===== config.mk =====
export PLATFORM = sky130hd
export DESIGN_NAME = hazard_ctrl_mc
export DESIGN_NICKNAME = d
export VERILOG_FILES = /design/src/rtl/hazard_ctrl_mc.sv
export SDC_FILE = /design/constraint.sdc
export NUM_CORES = 1
export LEC_CHECK = 0
export ABC_CLOCK_PERIOD_IN_PS = 1900
export CORE_MARGIN = 2
export CORE_UTILIZATION = 36
export DETAILED_ROUTE_END_ITERATION = 8
export GPL_TIMING_DRIVEN = 0
export PLACE_DENSITY_LB_ADDON = 0.15
export SLEW_MARGIN = 0
export SYNTH_ARGS = -nofsm -noshare
export SYNTH_HDL_FRONTEND = slang
export SYNTH_SLANG_ARGS = --single-unit
export TNS_END_PERCENT = 5

===== constraint.sdc =====
create_clock -name clk -period 1.9 [get_ports clk]
set_input_delay 0.19 -clock clk [delete_from_list [all_inputs] [get_ports clk]]
set_output_delay 0.19 -clock clk [all_outputs]
set_load 0.05 [all_outputs]

===== src/rtl/hazard_ctrl_mc.sv =====
// -----------------------------------------------------------------------------
// hazard_ctrl_mc
//
// Pipeline hazard controller for the 5-stage RISC-V core.
//   - Inserts LOAD_STALL bubbles for a load-use dependency between the
//     instruction in decode and a load in execute.
//   - Holds IF/ID/EX while a multi-cycle execute op (e.g. the divider) runs,
//     until the unit pulses mc_done.
//   - A taken branch in execute flushes IF/ID and ID/EX and wins over any
//     stall request raised in the same cycle.
//   - Counts cycles with stallF=1 in a saturating performance counter.
//
// Parameters:
//   REG_AW     register address width
//   LOAD_STALL bubbles per load-use hazard (1..7)
//   CNT_W      bubble counter width, must hold LOAD_STALL
//   PERF_W     stall-cycle counter width
//
// Ports:
//   clk, rst_n                 clock (rising edge), async active-low reset
//   rs1_addr_D/rs2_addr_D      source registers of the decode instruction
//   rs1_used_D/rs2_used_D      decode instruction actually reads rs1/rs2
//   rd_E, regwrite_E, sel_wb_E destination / write enable / wb select in EX
//   mc_start_E, mc_done        multi-cycle op present in EX / result ready
//   branch_taken_E             branch or jump resolved taken in EX
//   stallF, stallD, stallE     hold PC, IF/ID, ID/EX
//   flushD, flushE             clear IF/ID, ID/EX
//   stall_cycles               saturating count of cycles with stallF=1
// -----------------------------------------------------------------------------
module hazard_ctrl_mc #(
  parameter int REG_AW     = 5,
  parameter int LOAD_STALL = 1,
  parameter int CNT_W      = 3,
  parameter int PERF_W     = 16
) (
  input  logic              clk,
  input  logic              rst_n,
  input  logic [REG_AW-1:0] rs1_addr_D,
  input  logic [REG_AW-1:0] rs2_addr_D,
  input  logic              rs1_used_D,
  input  logic              rs2_used_D,
  input  logic [REG_AW-1:0] rd_E,
  input  logic              regwrite_E,
  input  logic [1:0]        sel_wb_E,
  input  logic              mc_start_E,
  input  logic              mc_done,
  input  logic              branch_taken_E,
  output logic              stallF,
  output logic              stallD,
  output logic              stallE,
  output logic              flushD,
  output logic              flushE,
  output logic [PERF_W-1:0] stall_cycles
);

  typedef enum logic [1:0] {
    RUN     = 2'd0,
    LD_WAIT = 2'd1,
    MC_WAIT = 2'd2
  } state_t;

  localparam logic [1:0]       SEL_WB_LOAD = 2'b00;
  localparam logic [CNT_W-1:0] CNT_LOAD    = CNT_W'(LOAD_STALL - 1);
  localparam logic [CNT_W-1:0] CNT_ONE     = CNT_W'(1);
  localparam logic [PERF_W-1:0] PERF_MAX   = {PERF_W{1'b1}};

  state_t           state_reg, state_next;
  logic [CNT_W-1:0] cnt_reg, cnt_next;
  logic [PERF_W-1:0] perf_reg;

  // Raw controls from the output decoder, before reset gating.
  logic stallf_raw, stalld_raw, stalle_raw, flushd_raw, flushe_raw;

  // ---------------------------------------------------------------------------
  // Load-use detection: one match lane per decode source operand.
  // ---------------------------------------------------------------------------
  logic [REG_AW-1:0] src_addr [2];
  logic [1:0]        src_used;
  logic [1:0]        src_match;
  logic              ex_is_load;
  logic              load_use;

  assign src_addr[0] = rs1_addr_D;
  assign src_addr[1] = rs2_addr_D;
  assign src_used    = {rs2_used_D, rs1_used_D};

  // x0 is hardwired to zero, so a load targeting it never creates a hazard.
  assign ex_is_load = (sel_wb_E == SEL_WB_LOAD) & regwrite_E & (rd_E != '0);

  genvar gi;
  generate
    for (gi = 0; gi < 2; gi++) begin : g_src
      assign src_match[gi] = src_used[gi] & (src_addr[gi] == rd_E);
    end
  endgenerate

  assign load_use = ex_is_load & (|src_match);

  // ---------------------------------------------------------------------------
  // State register
  // ---------------------------------------------------------------------------
  always_ff @(posedge clk or negedge rst_n) begin
    if (!rst_n) begin
      state_reg <= RUN;
      cnt_reg   <= '0;
    end else begin
      state_reg <= state_next;
      cnt_reg   <= cnt_next;
    end
  end

  // ---------------------------------------------------------------------------
  // Next-state logic
  // ---------------------------------------------------------------------------
  always_comb begin
    state_next = state_reg;
    cnt_next   = cnt_reg;
    unique case (state_reg)
      RUN: begin
        if (branch_taken_E) begin
          // The flush kills the dependent instruction; nothing to wait for.
          state_next = RUN;
        end else if (mc_start_E) begin
          // A unit that finishes in the issue cycle needs no wait state.
          if (!mc_done) begin
            state_next = MC_WAIT;
          end
        end else if (load_use) begin
          // This cycle is the first bubble; LD_WAIT covers the remainder.
          if (LOAD_STALL > 1) begin
            state_next = LD_WAIT;
            cnt_next   = CNT_LOAD;
          end
        end
      end
      LD_WAIT: begin
        cnt_next = cnt_reg - CNT_ONE;
        if (cnt_reg <= CNT_ONE) begin
          state_next = RUN;
          cnt_next   = '0;
        end
      end
      MC_WAIT: begin
        if (mc_done) begin
          state_next = RUN;
        end
      end
      default: begin
        state_next = RUN;
        cnt_next   = '0;
      end
    endcase
  end

  // ---------------------------------------------------------------------------
  // Output decoder
  // ---------------------------------------------------------------------------
  always_comb begin
    stallf_raw = 1'b0;
    stalld_raw = 1'b0;
    stalle_raw = 1'b0;
    flushd_raw = 1'b0;
    flushe_raw = 1'b0;
    unique case (state_reg)
      RUN: begin
        if (branch_taken_E) begin
          flushd_raw = 1'b1;
          flushe_raw = 1'b1;
        end else if (mc_start_E) begin
          if (!mc_done) begin
            stallf_raw = 1'b1;
            stalld_raw = 1'b1;
            stalle_raw = 1'b1;
          end
        end else if (load_use) begin
          // Hold F/D and push a bubble into EX.
          stallf_raw = 1'b1;
          stalld_raw = 1'b1;
          flushe_raw = 1'b1;
        end
      end
      LD_WAIT: begin
        // EX holds a bubble, so a taken branch cannot appear here.
        stallf_raw = 1'b1;
        stalld_raw = 1'b1;
        flushe_raw = 1'b1;
      end
      MC_WAIT: begin
        // In the done cycle the result moves on and the pipe resumes.
        if (!mc_done) begin
          stallf_raw = 1'b1;
          stalld_raw = 1'b1;
          stalle_raw = 1'b1;
        end
      end
      default: begin
        stallf_raw = 1'b0;
      end
    endcase
  end

  // Gating with rst_n makes the controls drop the moment reset asserts,
  // without waiting for the state register to settle on a clock edge.
  assign stallF = stallf_raw & rst_n;
  assign stallD = stalld_raw & rst_n;
  assign stallE = stalle_raw & rst_n;
  assign flushD = flushd_raw & rst_n;
  assign flushE = flushe_raw & rst_n;

  // ---------------------------------------------------------------------------
  // Saturating stall-cycle counter
  // ---------------------------------------------------------------------------
  always_ff @(posedge clk or negedge rst_n) begin
    if (!rst_n) begin
      perf_reg <= '0;
    end else if (stallF && (perf_reg != PERF_MAX)) begin
      perf_reg <= perf_reg + PERF_W'(1);
    end
  end

  assign stall_cycles = perf_reg;

endmodule


# Word level (Yosys, flattened, before mapping)
# Cells that the tools add are included.
[op_classes] addsub=2 multipliers=0 n_div=0 magnitude_cmp=1 eq_ne=9 n_shift=0 n_mux=21 bitwise_logic=9 reduce_logical=7
[op_table] op="adder 16 x 1 -> 16 bit (second input constant)" n=1
[op_table] op="!= test 16 bit (second input constant)" n=1
[op_table] op="== test 5 bit" n=2
[op_table] op="2-to-1 mux 1 bit" n=10
[op_table] op="2-to-1 mux 2 bit" n=5
[op_table] op="bitwise AND 1 bit" n=9
[op_table] op="!= test 3 bit (second input constant)" n=2
[op_table] op="case mux 2 bit (3 select lines)" n=1
[op_table] op="case mux 3 bit (2 select lines)" n=1
[op_table] op="nonzero test 5 bit" n=1
[op_table] op="logical NOT 2 bit" n=2
[op_table] op="!= test 2 bit (second input constant)" n=2
[op_table] op="case mux 1 bit (2 select lines)" n=2
[op_table] op="AND reduction 4 bit" n=1
[op_table] op="OR reduction 2 bit" n=2
[op_table] op="less-or-equal comparator 3 x 1 -> 1 bit (second input constant)" n=1
[op_table] op="2-to-1 mux 3 bit" n=1
[op_table] op="case mux 1 bit (3 select lines)" n=1
[op_table] op="subtractor 3 x 1 -> 3 bit (second input constant)" n=1
[op_table] op="== test 2 x 1 -> 1 bit (second input constant)" n=1
[op_table] op="== test 2 bit (second input constant)" n=1
[op_table] op="logical AND 1 bit" n=1
[totals] register_bits=21 latch_bits=0 ram_bits=0 rom_bits=0 inputBits=25 output_inout_bits=21 mem_count=0

# Depth between registers and ports, before layout
[depth] word_depth=10 ltp_mapped=8 ltp_nobuf=7

# Worst setup path before layout
# OpenSTA, ideal clock, no wires.
[synth_timing] kind="input to output" start="input port sel_wb_E[1]" end="output port stallF" t_arrival_ps=2111 setup_slack_ps=-401 stages=5 cell_sequence="or4b_1 -> a21oi_2 -> nand2_1 -> o21bai_1 -> buf_4"
[synth_between] elab_chain_len=9
[synth_lines] item="start, declared" line="44" rtl="input logic [1:0] sel_wb_E,"
[synth_lines] item="logical NOT 2 bit" line="88" rtl="assign ex_is_load = (sel_wb_E == SEL_WB_LOAD) & regwrite_E & (rd_E != '0);"
[synth_lines] item="bitwise AND 1 bit (2 in series)" line="88"
[synth_lines] item="bitwise AND 1 bit" line="97" rtl="assign load_use = ex_is_load & (|src_match);"
[synth_lines] item="2-to-1 mux 1 bit (3 in series)"
[synth_lines] item="case mux 1 bit (3 select lines)"
[synth_lines] item="bitwise AND 1 bit"
[synth_lines] item="end, declared" line="48" rtl="output logic stallF,"
# Every way passes these cells.

# Final worst setup path
[layout_timing] start="register perf_reg[1] (netlist: stall_cycles[1])" end="register perf_reg[1] (netlist: stall_cycles[1])"
[layout_between] elab_chain_len=2 word_cells_on_any_way=3
[layout_lines] item="start, declared" line="69" rtl="logic [PERF_W-1:0] perf_reg;"
[layout_lines] item="start signal, assigned" line="217" rtl="perf_reg <= perf_reg + PERF_W'(1);"
[layout_lines] item="parallel branches: the longest is 2 deep, another holds adder 16 x 1 -> 16 bit"
# Several ways; the timed one is not identified.
# A chain may end at the register's enable or synchronous reset.

==> qor.csv <==
metric,value,unit
synth-edff-count,0,
grt_pass1_vias,963,
slew_headroom,46.64,%
place_hpwl,1.847,mm
hold_path.class,primary input to register,
largest_reg_flops,16,
post_drt_wl_per_cell,14.28,um
postRouteWirelength,2.714,mm
setup_viol,0,
timing.critical_path.buf_inv,1,
path_max_fanout,5,
ios,46,
dieArea,3181,um2
finalHoldViolCount,0,
die_w,56.40,um
finalClockSkew,0.005813,ns
drive_above_1_share,28.30,%
ys_warn_count,0,
gp_congestion,0.8270,
p_leak,0.6981,nW
period_share,98.91,%
syn_avg_cell_area,9.984,um2
ys_ff_latch,17,
synthArstFlopShare,100.0,%
core,2686,um2
drc,0,
clkTransAtPathRegs,0.10,ns
end_kind,register,
cts.sinks,17,
worstPathArrival,2.07,ns
status,"finished, final reports clean",
path_class,register to register,
cts_tree,yes,
syn_nets,125,
worst_pin_slew,0.7978,ns
antenna_cells,0,
drt-initial-drc-count,28,
final-instance-count-excl-fill,190,
setup_ws,0.02063,ns
vdd_drop_max,0.0006500,V
port_buffers,45,
clk_root_buffer_cell,clkbuf_4,
synth_seq_area_share,43.04,%
placed_cells,175,
area_growth,70.89,%
final.setup.tns,0,ns
min_period,1.879,ns
rows,19,
synth_cells,99,
cts_buffers,3,
pre_cts_slack,-1.261,ns
final_core_util,62.88,%
grt_pass1_wl,4.374,mm
ctsLongestPathBuffers,2,
cpMaxStageDelayCell,dfrtp_2,
vias_per_cell,5.337,
antenna_found_initial,0,
yosysUniqueCellTypes,28,
fin_nets,186,
max_freq,0.5321,GHz
drv_slew,0,
ys.flop_type,dfrtp_1,
overflow,0,
die_y,56.40,um
drt_first_pass_iters,3,
crit_required,2.09,ns
slowest_delay,0.46,ns
grt_max_degree,18,
start_kind,register,
path_delay_family,flip-flops,
num_vias,1014,
cp_cell_sequence,"ha_4, and3_4, nand3_4, o311ai_2, o21ai_2, buf_4, mux2_2",
p_per_area,699.5,nW/um2
start_util,36.80,%
grt_use_total,17.43,%
ant_nets,0,
rsz0062_at_grt,true,
htreeDepth,1,
syn_area,988.4,um2
cap_viol_max_count,0,
clk_latency,0.29,ns
[power by group]
group          internal, W  leakage [nW]  switching, W  total [W]
Combinational     0.000214         0.457      0.000297   0.000510
Sequential        0.000410         0.226     0.0000672   0.000478
Clock            0.0000818        0.0150      0.000112   0.000194
Total             0.000706         0.698      0.000476    0.00118
[through the flow]
stage / hold slack [ns] / cell area (um2) / total power (W)
global route: 0.3641 / 1689 / 0.001246
floorplan: -0.1056 / 999.7 / 0.0007332
global placement: 0.4772 / 1489 / 0.0009174
detailed placement: 0.4857 / 1489 / 0.0009263
finish: 0.3548 / 1689 / 0.001182
CTS: 0.3632 / 1590 / 0.001142
[worst register-to-register path: cells and delay by family, from the launching register on]
| family | cells | cell delay (ns) |
|---|---|---|
| multiplexers | 1 | 0.31 |
| buffers and inverters | 1 | 0.16 |
| adder cells (fa/ha/maj) | 1 | 0.18 |
| AND/OR/NAND/NOR | 2 | 0.28 |
| flip-flops | 1 | 0.46 |
| AO/OA/AOI/OAI | 2 | 0.39 |
[area by class of cell]
| cell class | count | area (um2) |
|---|---|---|
| fillers | 241 | 997.2 |
| multi-input cells | 76 | 645.6 |
| repair buffers | 56 | 514.2 |
| flip-flops and latches | 17 | 429.2 |
| well taps | 31 | 38.79 |
| clock buffers | 4 | 26.28 |
| plain buffers | 3 | 23.77 |
| inverters | 3 | 11.26 |
[Yosys cell counts (2+ instances only)]
| library cell | number | area [um2] |
|---|---|---|
| nand2_1 | 6 | 22.52 |
| xnor2_1 | 15 | 131.4 |
| nand3_1 | 3 | 15.01 |
| nand4_1 | 11 | 68.82 |
| dfrtp_1 | 17 | 425.4 |
| xor2_1 | 9 | 78.83 |
| nor3_1 | 3 | 15.01 |
| nor4_1 | 2 | 12.51 |
| inv_1 | 3 | 11.26 |
| and3_1 | 6 | 37.54 |
| nor2_1 | 4 | 15.01 |
| a21oi_1 | 4 | 20.02 |
[cell usage in the layout (no fill, tap or decap), types with 3 or more instances in the layout]
cell	instances
dlygate4sd2_1	14
nand4_1	11
xnor2_1	15
dfrtp_1	14
dfrtp_2	3
nor2_1	4
xor2_1	7
inv_1	3
clkbuf_4	3
buf_6	3
clkdlybuf4s50_1	24
nand2_1	6
and3_1	4
buf_4	10
[worst paths after layout]
path	from	depth (start not counted)	to	slack, ns
max	stall_cycles[1]	7	stall_cycles[1]	0.02
min	mc_start_E	3	state_reg[1]	0.35
max reg2reg	stall_cycles[1]	7	stall_cycles[1]	0.02
min reg2reg	stall_cycles[11]	1	stall_cycles[11]	0.51
max in group asynchronous	rst_n	2	stall_cycles[1]	0.79
min in group asynchronous	rst_n	2	stall_cycles[4]	0.57
[repair_timing]
item                                    in CTS  in global routing
hold endpoints to repair                    17                  0
hold buffers                                 1                  0
gates resized for setup                     56                 13
endpoints found under the setup margin      21                 19
gates cloned                                 1                  0
pin swaps                                    9                  9
buffers inserted                             3                  6
[routing by layer]
layer | GRT usage [%] | up-vias | wire length, um
met4 | 5.442 | 0 | 73
met5 | 0 | - | 0
met1 | 22.03 | 495 | 1112
met2 | 28.24 | 31 | 1375
met3 | 5.760 | 11 | 152
li1 | - | 477 | -
[cell families after synthesis]
logic type | synth area share (%)
buffers and inverters | 3.544
flip-flops | 43.04
multiplexers | 1.139
XOR/XNOR | 21.27
AND/OR/NAND/NOR | 21.77
adder cells (fa/ha/maj) | 1.266
AO/OA/AOI/OAI | 7.976
No activity file was read; power rests on OpenSTA's default activity.
